===== src/rtl/cic_decim_ctrl_if.sv =====
// ---------------------------------------------------------------------------
// cic_decim_ctrl_if
// Groups the strobe, rate-request and status signals of cic_decim_ctrl.
//   Requests (master -> slave): en_i, act_i, rate_i, rate_stb_i, sync_i
//   Results  (slave -> master): act_o, act_out_o, cic_rst_o, val_o,
//                               busy_o, rate_o, rate_err_o
// The controller sits on the slave side. The sample-rate source and the
// rate-programming logic sit on the master side.
// ---------------------------------------------------------------------------
interface cic_decim_ctrl_if #(
    parameter int RATE_WIDTH = 7
);
    logic                  en_i;
    logic                  act_i;
    logic [RATE_WIDTH-1:0] rate_i;
    logic                  rate_stb_i;
    logic                  sync_i;
    logic                  act_o;
    logic                  act_out_o;
    logic                  cic_rst_o;
    logic                  val_o;
    logic                  busy_o;
    logic [RATE_WIDTH-1:0] rate_o;
    logic                  rate_err_o;

    modport master (
        output en_i, act_i, rate_i, rate_stb_i, sync_i,
        input  act_o, act_out_o, cic_rst_o, val_o, busy_o, rate_o, rate_err_o
    );

    modport slave (
        input  en_i, act_i, rate_i, rate_stb_i, sync_i,
        output act_o, act_out_o, cic_rst_o, val_o, busy_o, rate_o, rate_err_o
    );
endinterface


===== src/rtl/cic_decim_ctrl.sv =====
// ---------------------------------------------------------------------------
// cic_decim_ctrl
// Sequencing controller for one CIC decimator. It gates input strobes into
// the CIC and divides them down to the decimated output strobe at a
// runtime-programmable rate. On a rate change or a resync it flushes the
// CIC. After each flush it hides the first DISCARD output strobes, so val_o
// flags only settled samples.
//   clk_i, rst_i : clock and asynchronous active-high reset
//   bus (slave)  : en_i/act_i strobes, rate_i/rate_stb_i/sync_i requests;
//                  act_o/act_out_o/cic_rst_o drive the CIC;
//                  val_o/busy_o/rate_o/rate_err_o report status
// ---------------------------------------------------------------------------
module cic_decim_ctrl #(
    parameter int MAXRATE      = 64,
    parameter int RATE_WIDTH   = 7,
    parameter int DEFAULT_RATE = 8,
    parameter int DISCARD      = 16
) (
    input  logic              clk_i,
    input  logic              rst_i,
    cic_decim_ctrl_if.slave   bus
);
    typedef enum logic [1:0] {
        S_FLUSH,
        S_SETTLE,
        S_RUN
    } state_e;

    localparam logic [RATE_WIDTH-1:0] MAX_RATE_V = RATE_WIDTH'(MAXRATE);
    localparam logic [RATE_WIDTH-1:0] DEF_RATE_V = RATE_WIDTH'(DEFAULT_RATE);
    localparam logic [RATE_WIDTH-1:0] ONE_V      = RATE_WIDTH'(1);
    // Index of the last discarded strobe. When DISCARD is 0 the value is
    // never compared, because SETTLE is skipped.
    localparam logic [7:0]            DISC_LAST  = 8'(DISCARD - 1);

    state_e                state_q,   state_d;
    logic [RATE_WIDTH-1:0] cnt_q,     cnt_d;
    logic [RATE_WIDTH-1:0] rate_q,    rate_d;
    logic [7:0]            disc_q,    disc_d;
    logic                  act_out_q, act_out_d;
    logic                  val_q,     val_d;
    logic                  err_q,     err_d;

    logic rate_ok;
    logic flush_req;
    logic act_gated;
    logic act_out;
    logic wrap;

    // A sync is treated as a valid request that keeps the current rate.
    assign rate_ok   = bus.rate_stb_i && (bus.rate_i != '0) && (bus.rate_i <= MAX_RATE_V);
    assign flush_req = rate_ok || bus.sync_i;

    assign act_gated = (state_q != S_FLUSH) && bus.act_i && bus.en_i;
    // A pulse that falls on a disabled cycle is held in act_out_q and is
    // emitted once the enable returns, in step with the CIC.
    assign act_out   = act_out_q && bus.en_i;
    assign wrap      = act_gated && (cnt_q == rate_q - ONE_V);

    always_comb begin
        // NOTE: every signal gets a default before any branch, so no path
        // leaves a value unassigned and no latch is inferred.
        state_d   = state_q;
        cnt_d     = cnt_q;
        rate_d    = rate_q;
        disc_d    = disc_q;
        act_out_d = act_out_q;
        err_d     = bus.rate_stb_i && !rate_ok;
        // A strobe is kept only if it is issued in RUN. The DISCARD-th strobe
        // is still issued in SETTLE, so it is dropped.
        val_d     = act_out && (state_q == S_RUN);

        // A wrap that coincides with a request still produces its pulse on
        // the next cycle. The request suppresses only val_o for that pulse.
        if (bus.en_i) begin
            act_out_d = wrap;
        end

        if (flush_req) begin
            state_d = S_FLUSH;
            cnt_d   = '0;
            disc_d  = '0;
            if (rate_ok) begin
                rate_d = bus.rate_i;
            end
        end else if (bus.en_i) begin
            unique case (state_q)
                S_FLUSH: begin
                    cnt_d   = '0;
                    state_d = (DISCARD == 0) ? S_RUN : S_SETTLE;
                end
                S_SETTLE, S_RUN: begin
                    if (wrap) begin
                        cnt_d = '0;
                    end else if (act_gated) begin
                        cnt_d = cnt_q + ONE_V;
                    end
                    if ((state_q == S_SETTLE) && act_out) begin
                        if (disc_q == DISC_LAST) begin
                            state_d = S_RUN;
                        end else begin
                            disc_d = disc_q + 8'd1;
                        end
                    end
                end
                default: state_d = S_FLUSH;
            endcase
        end
    end

    // NOTE: sequential state updates with non-blocking assignments only, so
    // every flop samples the values from before the edge.
    always_ff @(posedge clk_i or posedge rst_i) begin
        if (rst_i) begin
            state_q   <= S_FLUSH;
            cnt_q     <= '0;
            rate_q    <= DEF_RATE_V;
            disc_q    <= '0;
            act_out_q <= 1'b0;
            val_q     <= 1'b0;
            err_q     <= 1'b0;
        end else begin
            state_q   <= state_d;
            cnt_q     <= cnt_d;
            rate_q    <= rate_d;
            disc_q    <= disc_d;
            act_out_q <= act_out_d;
            val_q     <= val_d;
            err_q     <= err_d;
        end
    end

    assign bus.act_o      = act_gated;
    assign bus.act_out_o  = act_out;
    assign bus.cic_rst_o  = (state_q == S_FLUSH);
    assign bus.val_o      = val_q;
    assign bus.busy_o     = (state_q != S_RUN);
    assign bus.rate_o     = rate_q;
    assign bus.rate_err_o = err_q;
endmodule


===== src/flat_wrapper.sv =====
// flat-port wrapper written by rule: the top's interface ports become plain ports
module cic_decim_ctrl_flat 
#(
    parameter int MAXRATE      = 64,
    parameter int RATE_WIDTH   = 7,
    parameter int DEFAULT_RATE = 8,
    parameter int DISCARD      = 16
)
  (clk_i, rst_i, bus_en_i, bus_act_i, bus_rate_i, bus_rate_stb_i, bus_sync_i, bus_act_o, bus_act_out_o, bus_cic_rst_o, bus_val_o, bus_busy_o, bus_rate_o, bus_rate_err_o);
  cic_decim_ctrl_if #(.RATE_WIDTH(RATE_WIDTH)) bus_i ();
  input  logic clk_i;
  input  logic rst_i;
  input wire logic [$bits(bus_i.en_i)-1:0] bus_en_i;
  input wire logic [$bits(bus_i.act_i)-1:0] bus_act_i;
  input wire logic [$bits(bus_i.rate_i)-1:0] bus_rate_i;
  input wire logic [$bits(bus_i.rate_stb_i)-1:0] bus_rate_stb_i;
  input wire logic [$bits(bus_i.sync_i)-1:0] bus_sync_i;
  output wire logic [$bits(bus_i.act_o)-1:0] bus_act_o;
  output wire logic [$bits(bus_i.act_out_o)-1:0] bus_act_out_o;
  output wire logic [$bits(bus_i.cic_rst_o)-1:0] bus_cic_rst_o;
  output wire logic [$bits(bus_i.val_o)-1:0] bus_val_o;
  output wire logic [$bits(bus_i.busy_o)-1:0] bus_busy_o;
  output wire logic [$bits(bus_i.rate_o)-1:0] bus_rate_o;
  output wire logic [$bits(bus_i.rate_err_o)-1:0] bus_rate_err_o;
  assign bus_i.en_i = bus_en_i;
  assign bus_i.act_i = bus_act_i;
  assign bus_i.rate_i = bus_rate_i;
  assign bus_i.rate_stb_i = bus_rate_stb_i;
  assign bus_i.sync_i = bus_sync_i;
  assign bus_act_o = bus_i.act_o;
  assign bus_act_out_o = bus_i.act_out_o;
  assign bus_cic_rst_o = bus_i.cic_rst_o;
  assign bus_val_o = bus_i.val_o;
  assign bus_busy_o = bus_i.busy_o;
  assign bus_rate_o = bus_i.rate_o;
  assign bus_rate_err_o = bus_i.rate_err_o;
  cic_decim_ctrl #(.MAXRATE(MAXRATE), .RATE_WIDTH(RATE_WIDTH), .DEFAULT_RATE(DEFAULT_RATE), .DISCARD(DISCARD)) u_core (.clk_i(clk_i), .rst_i(rst_i), .bus(bus_i));
endmodule

===== config.mk =====
export PLATFORM = sky130hd
export DESIGN_NAME = cic_decim_ctrl_flat
export DESIGN_NICKNAME = d
export VERILOG_FILES = /design/src/rtl/cic_decim_ctrl_if.sv /design/src/rtl/cic_decim_ctrl.sv /design/src/flat_wrapper.sv
export SDC_FILE = /design/constraint.sdc
export NUM_CORES = 1
export LEC_CHECK = 0
export ABC_AREA = 1
export CORE_UTILIZATION = 45
export CTS_CLUSTER_DIAMETER = 30
export DETAILED_ROUTE_END_ITERATION = 6
export DONT_BUFFER_PORTS = 1
export PLACE_DENSITY_LB_ADDON = 0.05
export SYNTH_ARGS = -nofsm -noshare
export SYNTH_HDL_FRONTEND = slang
export SYNTH_SLANG_ARGS = --single-unit

===== constraint.sdc =====
create_clock -name clk_i -period 1.67 [get_ports clk_i]
set_input_delay 0.2505 -clock clk_i [delete_from_list [all_inputs] [get_ports clk_i]]
set_output_delay 0.2505 -clock clk_i [all_outputs]
set_load 0.05 [all_outputs]

---- After elaboration in Yosys (flattened, before gate mapping) ----
Index checks and enable logic that the tools add are counted.
Widths: inputs -> output; s select.
word-level totals
  register bits ........................... 27
cells by class
  add/subtract/negate cells ............... 3
  $lt $le $gt $ge ......................... 1
  equal/unequal tests ..................... 9
  muxes and demuxes ....................... 15
  reduce and logical (&&, ||, !) cells .... 23
operators by type and width
  kind                 number
  $mux 8               5
  $mux 7               4
  $pmux 7 s2           1
  $logic_and 1x1->1    9
  $add 8x1->8 const B  1
  $eq 8x4->1 const B   1
  $mux 2               4
  $reduce_bool 2->1    4
  $add 7x1->7 const B  1
  $eq 7x7->1           1
  $le 7x7->1 const B   1
  $reduce_bool 7->1    1
  $sub 7x1->7 const B  1
  $ne 3x1->1 const B   2
  $reduce_and 3->1     2
  $ne 4x1->1 const B   1
  $pmux 2 s2           1
  $reduce_and 4->1     1
  $reduce_bool 3->1    1
  $eq 2x1->1 const B   1
  $eq 2x2->1 const B   1
  $logic_not 2->1      1
  $ne 2x1->1 const B   1
  $ne 2x2->1 const B   1
  4 further kinds      4

---- Depth between registers and ports, before layout ----
  depth after elaboration ................. 8
  gate-level depth with buffers ........... 12
  gate-level depth less buffers ........... 12

---- Least setup slack after synthesis ----
Ideal clock, no wire load.
  path kind ............................... flip-flop to flip-flop
  from .................................... register u_core.rate_q[0] (netlist: u_core.bus.rate_o[0])
  to ...................................... register u_core.cnt_q[0]
  library setup time ...................... 118 ps
  data arrival time ....................... 1805 ps
  path slack .............................. -253 ps
  stages on the path, launching flop included .. 13
  path buffers ............................ 0
  period minus slack after synthesis ...... 1923 ps
  cell sequence ........................... dfrtp_1 > inv_1 > ha_1 > inv_1 > nand2_1 > nand2_1 > nand3_1 > nor2_1 > nand2_1 > inv_2 > nand3_4 > nand3_1 > nand2_1
between the ends
  word-level cells in the longest chain between the ends .. 7
RTL lines
  what                    RTL line               text
  start, declared         cic_decim_ctrl.sv:38   logic [RATE_WIDTH-1:0] rate_q, rate_d;
  start signal, assigned  cic_decim_ctrl.sv:125  rate_q <= rate_d;
  $sub 7x1->7 *           cic_decim_ctrl.sv:58   assign wrap = act_gated && (cnt_q == rate_q - ONE_V);
  $eq 7x7->1 *            cic_decim_ctrl.sv:58
  $logic_and 1x1->1 *     cic_decim_ctrl.sv:58
  $mux 7                  cic_decim_ctrl.sv:93   if (wrap) begin
  $pmux 7 s2              cic_decim_ctrl.sv:87   unique case (state_q)
  $mux 7                  cic_decim_ctrl.sv:86   end else if (bus.en_i) begin
  $mux 7                  cic_decim_ctrl.sv:79   if (flush_req) begin
  end signal, assigned    cic_decim_ctrl.sv:124  cnt_q <= cnt_d;
  end, declared           cic_decim_ctrl.sv:37   logic [RATE_WIDTH-1:0] cnt_q, cnt_d;
Every way passes the cells marked *; elsewhere a longest branch is shown, timed or not. The select of a mux whose other input is x is not followed.
A chain may end at the register's enable or synchronous reset.

---- Final worst setup path ----
  from .................................... register u_core.rate_q[1] (netlist: u_core.bus.rate_o[1])
  to ...................................... register u_core.cnt_q[6]
Same word-level chain as after synthesis.

==> impl_metrics.py <==
metrics = {
    "status": {
        "outcome": "finished, final reports clean",
    },
    "route": {
        "vias_per_cell": 5.07,
        "vias": 1502,
        "drc_errors": 0,
        "postRouteAntennaNets": 0,
        "wl_microns": 3620,
        "wl_per_cell_microns": 12.2,
        "drt_iter0_drc": 79,
        "dr.pass1.iters": 4,
    },
    "cts": {
        "cts_sinks": 27,
        "clk_latency_ps": 270,
        "clockBufferDepth": 2,
        "path_clk_slew_ps": 90,
        "cts_buffers": 3,
        "tritoncts": "done",
        "cts_setup_buffers": 0,
        "cts_root_buffer": "clkbuf_8",
        "h-tree-depth": 1,
    },
    "yosys": {
        "yosysTopAreaCell": "dfrtp_1",
        "seq_area_frac_synth": 0.391,
        "synthAdderAreaFrac": 0.0434,
        "synthArstFlopShare": 1.00,
        "synthesis.area_sq_um": 1730,
        "synth_compound_gate_area_share": 0.0615,
        "synth_area_leaders": "dfrtp_1, nand2_1, nand3_1, inv_1, nor2_1",
        "ys_ff_latch": 27,
        "synth-simple-area-share": 0.355,
        "synth_edf_count": 0,
        "synth_top_area_share": 0.376,
        "syn_inst": 232,
        "avgSynthCellArea_sq_um": 7.45,
        "synth_top_family_by_area": "simple AND/OR/NAND/NOR gates",
        "synthXorXnorAreaFrac": 0.0608,
        "ys.flop_type": "dfrtp_1",
        "synth_cell_types": 28,
        "synth_nets": 251,
        "yosysWarnings": 0,
        "muxShareOfSynthArea": 0,
    },
    "pwr": {
        "power_frac_comb": 0.306,
        "p_switching_mw": 0.575,
        "pwr-share-seq": 0.461,
        "p_clk_frac": 0.233,
        "p_int_mw": 1.02,
        "power_density_nw_per_um2": 798,
        "total_leakage_power_nw": 0.933,
        "swShare": 0.361,
        "peakVddDrop_v": 0.000424,
    },
    "floorplan": {
        "io_pins": 26,
        "start_util": 0.472,
        "die_area_sq_um": 4090,
        "rows": 22,
        "fp.coreArea_sq_um": 3660,
        "dieHeight_microns": 64.0,
        "die_w_microns": 64.0,
    },
    "critical_path": {
        "critPathCaptureType": "flop",
        "cp_common_cell": "inv_2",
        "slowest_delay_ps": 440,
        "cp_data_arrival_time_ps": 1730,
        "reg2reg_depth": 12,
        "crit_family": "simple AND/OR/NAND/NOR gates",
        "crit_path_top_delay_cell": "dfrtp_2",
        "r2r-end": "u_core.cnt_q[6]$_DFFE_PP0P_",
        "r2r_slack_ps": 100,
        "crit_type": "flop to flop",
        "path_buf_inv": 3,
        "rr_startpoint": "u_core.bus.rate_o[1]$_DFFE_PP0P_",
        "crit_chain": "inv_2 -> ha_4 -> inv_2 -> nand2_2 -> nand2_2 -> nand3_2 -> nor2_2 -> nand2_1 -> inv_2 -> nand3_4 -> nand3_2 -> nand2_1",
        "worstPathMaxFanout": 8,
        "start_kind": "flop",
        "crit_required_ps": 1830,
    },
    "place": {
        "dpl_cell_area_sq_um": 1900,
        "dp_hpwl_microns": 2770,
        "portBuffers": 0,
        "gp_congestion": 0.808,
        "dp_cells": 291,
    },
    "worst_hold_path": {
        "holdPathEnd": "u_core.act_out_q$_DFFE_PP0P_",
        "hp-start": "bus_en_i",
        "hold_class": "primary input to flop",
        "whs_path_depth": 1,
    },
    "layout": {
        "final_area_sq_um": 2000,
        "multi_input_comb_area_sq_um": 968,
        "seq_area_sq_um": 679,
        "area_growth_pct": 15.6,
        "diodes": 0,
        "instances_no_fill": 296,
        "num-fill-cells": 367,
        "num-nets-final": 268,
        "drive_gt1_frac": 0.218,
    },
    "grt": {
        "grt_pass1_wl_microns": 6480,
        "grt_pass1_vias": 1497,
        "grt_util_all_layers": 0.205,
        "antenna_found_initial": 0,
        "grt.overflow.total": 0,
        "grt_max_degree": 28,
    },
    "timing": {
        "max_freq_mhz": 637,
        "rsz0062_at_grt": "yes",
        "setup_tns_ps": 0,
        "hold_viol_final": 0,
        "fin_crit_sh": 0.940,
        "tightestPinTransition_ps": 440,
        "setup-violations-final": 0,
        "fin_crit_ps": 1570,
        "slew_headroom": 0.706,
        "drv_slew": 0,
        "finalClockSkew_ps": 5.86,
    },
    "run": {
        "timing.max_cap.violations": 0,
    },
}
## stage by stage
stage | hold WS [ps] | worst slack [ps] | utilization | power (mW)
final | 60.0 | 99.7 | 0.546 | 1.59
after global routing | 53.5 | -56.8 | 0.546 | 1.69
after CTS | 53.5 | 69.8 | 0.533 | 1.59
after detailed placement | 234 | 95.5 | 0.518 | 1.22
after global placement | 225 | 152 | 0.518 | 1.21
after floorplan | 302 | 30.6 | - | 1.10
## cell type report
cell class | instances | share of cell area
sequential | 27 | 0.340
timing repair buffer | 14 | 0.0539
clock buffer | 4 | 0.0225
inverter | 35 | 0.0689
multi-input combinational | 168 | 0.485
tap | 48 | 0.0301
## worst max-delay path by stage
stage / start / end / slack, ps / depth (start not counted)
3_5_place_dp: u_core.bus.rate_o[1]$_DFFE_PP0P_ / u_core.cnt_q[4]$_DFFE_PP0P_ / 100 / 12
6_report: u_core.bus.rate_o[1]$_DFFE_PP0P_ / u_core.cnt_q[6]$_DFFE_PP0P_ / 100 / 12
4_1_cts: u_core.bus.rate_o[1]$_DFFE_PP0P_ / u_core.cnt_q[4]$_DFFE_PP0P_ / 70 / 12
5_1_grt: u_core.bus.rate_o[1]$_DFFE_PP0P_ / u_core.cnt_q[6]$_DFFE_PP0P_ / -60 / 12
3_3_place_gp: u_core.bus.rate_o[1]$_DFFE_PP0P_ / u_core.cnt_q[4]$_DFFE_PP0P_ / 150 / 12
2_1_floorplan: u_core.bus.rate_o[0]$_DFFE_PP0P_ / u_core.cnt_q[0]$_DFFE_PP0P_ / 30 / 12
## per-layer routing
layer,global-route usage,share of wire,vias up
li1,-,-,763
met1,0.259,0.47,703
met2,0.356,0.49,29
met3,0.0214,0.022,7
met4,0.0767,0.017,0
met5,0,0,-
## cells by family (layout without fill, tap and decap cells)
group	Yosys count	after routing
AO/OA/AOI/OAI	18	18
XOR/XNOR	12	12
adder cells (fa/ha/maj)	6	6
buffers and inverters	37	53
flip-flops	27	27
AND/OR/NAND/NOR	132	132
## cells in the mapped netlist, types with 3 or more instances
library cell and n:
inv_2 3, nor2_1 27, xnor2_1 5, nand3_1 34, nor2_4 3, o21ai_0 8
nand2_1 53, a21oi_1 5, dfrtp_1 26, ha_1 6, inv_1 30, nor3_1 3
xor2_1 7, nor2_2 4, nand2_2 3
## placed cells by master, fill, tap and decap left out, drive strengths merged, types with 2 or more instances in the layout
cell type / netlist / layout
o21ai: 10 / 10
a21oi: 5 / 5
ha: 6 / 6
nand3: 36 / 36
buf: 2 / 13
dfrtp: 26 / 26
xnor2: 5 / 5
xor2: 7 / 7
clkbuf: 0 / 4
nand4: 2 / 2
nand2: 57 / 57
nor2: 34 / 34
nor3: 3 / 3
inv: 34 / 34
## repair_timing
action,4_1_cts,5_1_grt
endpoints found under the setup margin,0,8
hold endpoints to repair,26,0
resized for setup,0,13
hold buffers,1,0
## state kept, by name, summed over array words and instances (netlist names)
| signal | count |
|---|---|
| u_core.disc_q | 8 |
| u_core.bus.rate_o | 7 |
| u_core.cnt_q | 7 |
| u_core.state_q | 2 |
| u_core.act_out_q | 1 |
| u_core.bus.rate_err_o | 1 |
| u_core.bus.val_o | 1 |
## power by group through the flow
stage	sequential, mW	combinational, mW	clock (mW)
3_3_place_gp	0.744	0.462	0
2_1_floorplan	0.821	0.283	0
4_1_cts	0.732	0.475	0.386
5_1_grt	0.739	0.542	0.408
3_5_place_dp	0.745	0.471	0
6_report	0.734	0.488	0.371
Note: power is estimated with default switching activity, not from simulation.
